$ cat config.mk
export PLATFORM = sky130hd
export DESIGN_NAME = coproc_stream_sram_writer
export DESIGN_NICKNAME = d
export VERILOG_FILES = /design/src/rtl/coproc_stream_sram_writer.sv
export SDC_FILE = /design/constraint.sdc
export NUM_CORES = 1
export LEC_CHECK = 0
export ABC_AREA = 0
export ABC_CLOCK_PERIOD_IN_PS = 5100
export CAP_MARGIN = 20
export CORE_MARGIN = 2
export CORE_UTILIZATION = 52
export DETAILED_ROUTE_END_ITERATION = 6
export PLACE_DENSITY = 0.8
export SYNTH_ARGS = -nofsm -noshare
export SYNTH_HDL_FRONTEND = slang
export SYNTH_SLANG_ARGS = --single-unit
$ cat constraint.sdc
create_clock -name clk -period 5.1 [get_ports clk]
set_clock_uncertainty 0.15 [all_clocks]
set_input_delay 1.02 -clock clk [delete_from_list [all_inputs] [get_ports clk]]
set_output_delay 1.02 -clock clk [all_outputs]
set_load 0.03 [all_outputs]
$ cat src/rtl/coproc_stream_sram_writer.sv
// coproc_stream_sram_writer: packs a byte stream little-endian into 32-bit words and writes them into a single-port SRAM
// Ports: clk/reset (async, active-high); start latches base_addr and length_bytes;
//        s_data/s_valid/s_ready carry the byte stream in;
//        sram_* drive the SRAM slave (clken is held at 1 once out of reset);
//        busy/done/words_written report transfer status.
// Option: COPROC_STREAM_WRITER_CHECKSUM_EN adds checksum[15:0], the 16-bit sum of the bytes accepted in the current transfer.
module coproc_stream_sram_writer #(
    parameter int ADDR_W = 10,
    parameter int LEN_W  = 13
) (
    input  logic              clk,
    input  logic              reset,
    input  logic              start,
    input  logic [ADDR_W-1:0] base_addr,
    input  logic [LEN_W-1:0]  length_bytes,
    input  logic [7:0]        s_data,
    input  logic              s_valid,
    output logic              s_ready,
    output logic [ADDR_W-1:0] sram_address,
    output logic [3:0]        sram_byteenable,
    output logic              sram_chipselect,
    output logic              sram_write,
    output logic [31:0]       sram_writedata,
    output logic              sram_clken,
    output logic              busy,
    output logic              done,
    output logic [ADDR_W:0]   words_written
`ifdef COPROC_STREAM_WRITER_CHECKSUM_EN
    ,
    output logic [15:0]       checksum
`endif
);
    typedef enum logic [1:0] {IDLE, FILL, WRITE, DONE} state_t;
    state_t state;
    logic [LEN_W-1:0] remaining;
    logic [ADDR_W-1:0] addr;
    logic [1:0] idx;
    logic [3:0] mask;
    logic [31:0] pack;
    logic [31:0] pack_n;
    logic [3:0] mask_n;
    logic accept;
    assign accept = s_valid & s_ready;
    always_comb begin
        pack_n = pack | ({24'd0, s_data} << {idx, 3'b000});
        mask_n = mask | (4'b0001 << idx);
    end
    always_ff @(posedge clk or posedge reset) begin
        if (reset) begin
            state           <= IDLE;
            remaining       <= '0;
            addr            <= '0;
            idx             <= '0;
            mask            <= '0;
            pack            <= '0;
            s_ready         <= 1'b0;
            sram_address    <= '0;
            sram_byteenable <= '0;
            sram_chipselect <= 1'b0;
            sram_write      <= 1'b0;
            sram_writedata  <= '0;
            sram_clken      <= 1'b0;
            busy            <= 1'b0;
            done            <= 1'b0;
            words_written   <= '0;
`ifdef COPROC_STREAM_WRITER_CHECKSUM_EN
            checksum        <= '0;
`endif
        end else begin
            sram_clken <= 1'b1;
            done       <= 1'b0;
            case (state)
                IDLE: if (start) begin
                    addr          <= base_addr;
                    remaining     <= length_bytes;
                    words_written <= '0;
                    idx           <= '0;
                    mask          <= '0;
                    pack          <= '0;
                    busy          <= 1'b1;
`ifdef COPROC_STREAM_WRITER_CHECKSUM_EN
                    checksum      <= '0;
`endif
                    state   <= (length_bytes == '0) ? DONE : FILL;
                    s_ready <= (length_bytes != '0);
                end
                FILL: if (accept) begin
                    pack      <= pack_n;
                    mask      <= mask_n;
                    idx       <= idx + 2'd1;
                    remaining <= remaining - 1'b1;
`ifdef COPROC_STREAM_WRITER_CHECKSUM_EN
                    checksum  <= checksum + {8'd0, s_data};
`endif
                    // word is issued with the byte that fills lane 3 or ends the stream
                    if (idx == 2'd3 || remaining == LEN_W'(1)) begin
                        state           <= WRITE;
                        s_ready         <= 1'b0;
                        sram_chipselect <= 1'b1;
                        sram_write      <= 1'b1;
                        sram_address    <= addr;
                        sram_writedata  <= pack_n;
                        sram_byteenable <= mask_n;
                    end
                end
                WRITE: begin
                    sram_chipselect <= 1'b0;
                    sram_write      <= 1'b0;
                    sram_byteenable <= '0;
                    addr            <= addr + 1'b1;
                    words_written   <= words_written + 1'b1;
                    idx             <= '0;
                    mask            <= '0;
                    pack            <= '0;
                    state           <= (remaining == '0) ? DONE : FILL;
                    s_ready         <= (remaining != '0);
                end
                DONE: begin
                    done  <= 1'b1;
                    busy  <= 1'b0;
                    state <= IDLE;
                end
                default: state <= IDLE;
            endcase
        end
    end
endmodule

==> out/results.tsv <==
metric	value	unit
I/O pin cnt	98	
CP Max Fanout	17	
remaining antenna violation count after routing	0	
total global-route track usage	24.74	%
routed vias/inst	5.902	
WL/cell	17.82	µm
asr flop ratio synth	100.0	%
post-cts gate resize count	0	
setup TNS after final layout	0	ns
n_diodes	0	
leakage	3.511	nW
type of the most critical hold path	register to register	
Primary FF master, synth	dfrtp_1	
period utilization	59.82	%
synthesized area	6171	µm²
kind of end point of the critical path	register	
chip height	112.9	µm
Max Root-Sink Buffers	2	
root buf cell	clkbuf_16	
crit path DAT	3.23	ns
register area	3128	µm²
relative slew slack	28.94	%
CTS Sinks	125	
Max stage delay on crit path	0.85	ns
total gr overflow	0	
combinational group share of total power	3.0	%
hold_sp	sram_address[0]	
CTS buffer count	17	
CTS H-Tree Depth	4	
Syn. warnings	0	
crit path cell chain	clkdlybuf4s50_1 > buf_4 > nor2b_1 > buf_4 > nor3_1 > o21ai_0 > a22oi_1	
CP max stage cell	nor3_1	
Cell Int Power	1.955	mW
failing checks	DRC	
maxcap violations	0	
EDFF count, synth	0	
clock power share	56.4	%
worst-margin pin slew	1.058	ns
Cells after Synth	626	
Startpoint Class	primary input	
RR Startpoint	remaining[4]	
Area Overhead vs Synth	27.64	%
full die area	12750	µm²
clock-pin slew on the worst setup and hold paths	0.06	ns
CTS Hold Bufs	0	
RR Endpoint	sram_writedata[23]	
Initial Util	53.59	%
Worst Hold End	sram_address[0]	
input/output buffers	97	
RSZ-0062 raised after global routing	false	
CP most frequent cell	buf_4	
largest net degree at the start of global routing	76	
DR pass1 iterations	7	
FF-to-FF path depth	5	
layout cell share with drive strength beyond 1	7.939	%
WHS Path Cells	1	
ranking of synthesized cells by area	dfrtp_1, a21oi_1, mux2i_1, nor2_1, inv_1	
Post-CTS Setup Bufs	0	
die width	112.9	µm
core area	11520	µm²
mean post-synth cell area	9.858	µm²
vias in the first global route	5040	
r2r setup slk	2.10	ns
post-layout min period	3.051	ns
pwr dens	311.7	nW/µm²
Syn Nets	674	
HPWL Detailed	10170	µm
first-pass GRT wire length	25140	µm
# DRC	10	
switching part of the total power	20.40	%
Fmax	327.8	MHz
top cell type's share of synthesized area	50.69	%
Max Slew Vio Count	0	
synth unique cells	56	
DR iter-0 viols	517	
CP Data Required Time	5.28	ns
fin nets	754	
# setup viols final	0	
Max IR drop VDD	0.1621	mV
clock latency on the worst-skew pair	0.42	ns
TritonCTS clock tree	built	
status	finished, violations left	
cell row count	39	
multi-input logic area	2668	µm²
Vias	5082	
FILL cells	834	
register area share after synthesis	50.69	%
final hold vios	0	
Sw Pwr	0.5008	mW
Min Hold Slack	0.3367	ns
leading area contributor after synthesis	dfrtp_1	
antenna violations before repair	0	
total wire length	15350	µm
synthesized flop and latch total	125	
kind of critical path	primary input to register	
Seq pwr share	40.6	%
Placer Congestion	0.8905	
[cell usage after synthesis, types with 3 or more instances]
cell type and number:
a22oi_1 3, o21a_1 3, mux2i_1 46, mux2_1 7, and4_1 3, clkbuf_1 21, buf_2 8, nor3_1 6
or3_1 7, nor4b_1 3, inv_1 48, and3_1 5, a21oi_1 93, nor4b_2 4, buf_6 3, a41oi_1 3
nor2_1 67, ha_1 13, xor2_1 5, o21ai_0 23, nand3_1 14, a31oi_1 6, a221oi_1 3, mux2_2 6
and2_1 3, o22a_1 10, nand2_1 22, buf_1 11, o22ai_1 5, dfrtp_1 125, nor2b_1 4, nand4_1 9
nor4_1 4
[flip-flops by register name, indices dropped and copies added (netlist names), 2 cells and up]
signal / cells
pack: 32
sram_writedata: 32
remaining: 13
words_written: 11
addr: 10
sram_address: 10
mask: 4
sram_byteenable: 4
idx: 2
state: 2
[worst max-delay path, delay by kind of cell]
kind,cells,cell delay (ns)
buffers and inverters,3,0.86
and+or+nand+nor,2,0.92
AOI/OAI and AO/OA,2,0.43
[cells in the final DEF, fill, tap and decap left out, drive strengths merged, types with 3 or more instances in the layout]
cell and instances:
a21oi 93, a221oi 3, a22oi 3, a31oi 6
a41oi 3, and2 3, and3 5, and4 3
buf 9, bufinv 6, clkbuf 18, clkdlybuf4s50 97
clkinv 4, clkinvlp 3, dfrtp 125, ha 13
inv 49, mux2 13, mux2i 46, nand2 22
nand3 14, nand4 9, nor2 67, nor2b 4
nor3 8, nor4 4, nor4b 7, o21a 3
o21ai 23, o22a 10, o22ai 5, or3 7
or4 4, xor2 5
[how the worst max path moves through the flow]
stage | from | to | cells past startpoint
after floorplan | reset | addr[0] | 1
after global placement | start | remaining[0] | 7
after detailed placement | s_valid | sram_writedata[23] | 6
after CTS | s_valid | sram_writedata[23] | 6
after global routing | start | remaining[2] | 7
final | start | remaining[2] | 7
[metrics by stage]
| stage | total power [mW] | cells | util [%] | setup WS, ns | cell area [µm²] |
|---|---|---|---|---|---|
| 6_report | 2.455 | 861 | 68.39 | 2.049 | 7876 |
| 3_3_place_gp | 1.087 | 830 | 62.52 | 1.684 | 7199 |
| 4_1_cts | 2.469 | 861 | 68.39 | 2.077 | 7876 |
| 5_1_grt | 2.516 | 861 | 68.39 | 1.901 | 7876 |
| 3_5_place_dp | 1.088 | 830 | 62.52 | 1.657 | 7199 |
| 2_1_floorplan | 1.046 | 626 | - | 0.6024 | 6171 |
[final cells by class]
class	instances	area share, %
Clock inverter	13	3.018
Multi-Input combinational cell	407	33.87
Timing Repair Buffer	106	13.19
Clock buffer	18	5.576
Tap cell	143	2.272
Inverter	49	2.367
Sequential cell	125	39.71
[logic make-up (layout without fill, tap and decap cells)]
logic type               after synthesis  in the layout  synth area share, %
multiplexers                          59             59                9.834
buffers and inverters                 94            186                6.366
AND/OR/NAND/NOR                      163            163                13.79
XOR/XNOR                               7              7               0.9935
AO/OA/AOI/OAI                        164            164                15.63
other                                  1              1              0.06077
flip-flops                           125            125                50.69
adder cells (fa/ha/maj)               13             13                2.636
[power groups by stage]
stage	Combinational (mW)	Sequential, mW	Clock [mW]
floorplan	0.0329	1.01	0
global placement	0.0733	1.01	0
detailed placement	0.0740	1.01	0
CTS	0.0747	0.996	1.40
global route	0.0806	0.996	1.44
finish	0.0737	0.996	1.39
[metal layers]
layer	global-route usage (%)	wire, µm	share of wire (%)	vias to the layer above
li1	-	-	-	2364
met1	32.63	6493	42	2489
met2	40.84	7624	50	202
met3	5.517	951	6.2	27
met4	8.455	276	1.8	0
met5	0	0	0	-
Note: power is estimated with default switching activity, not from simulation.
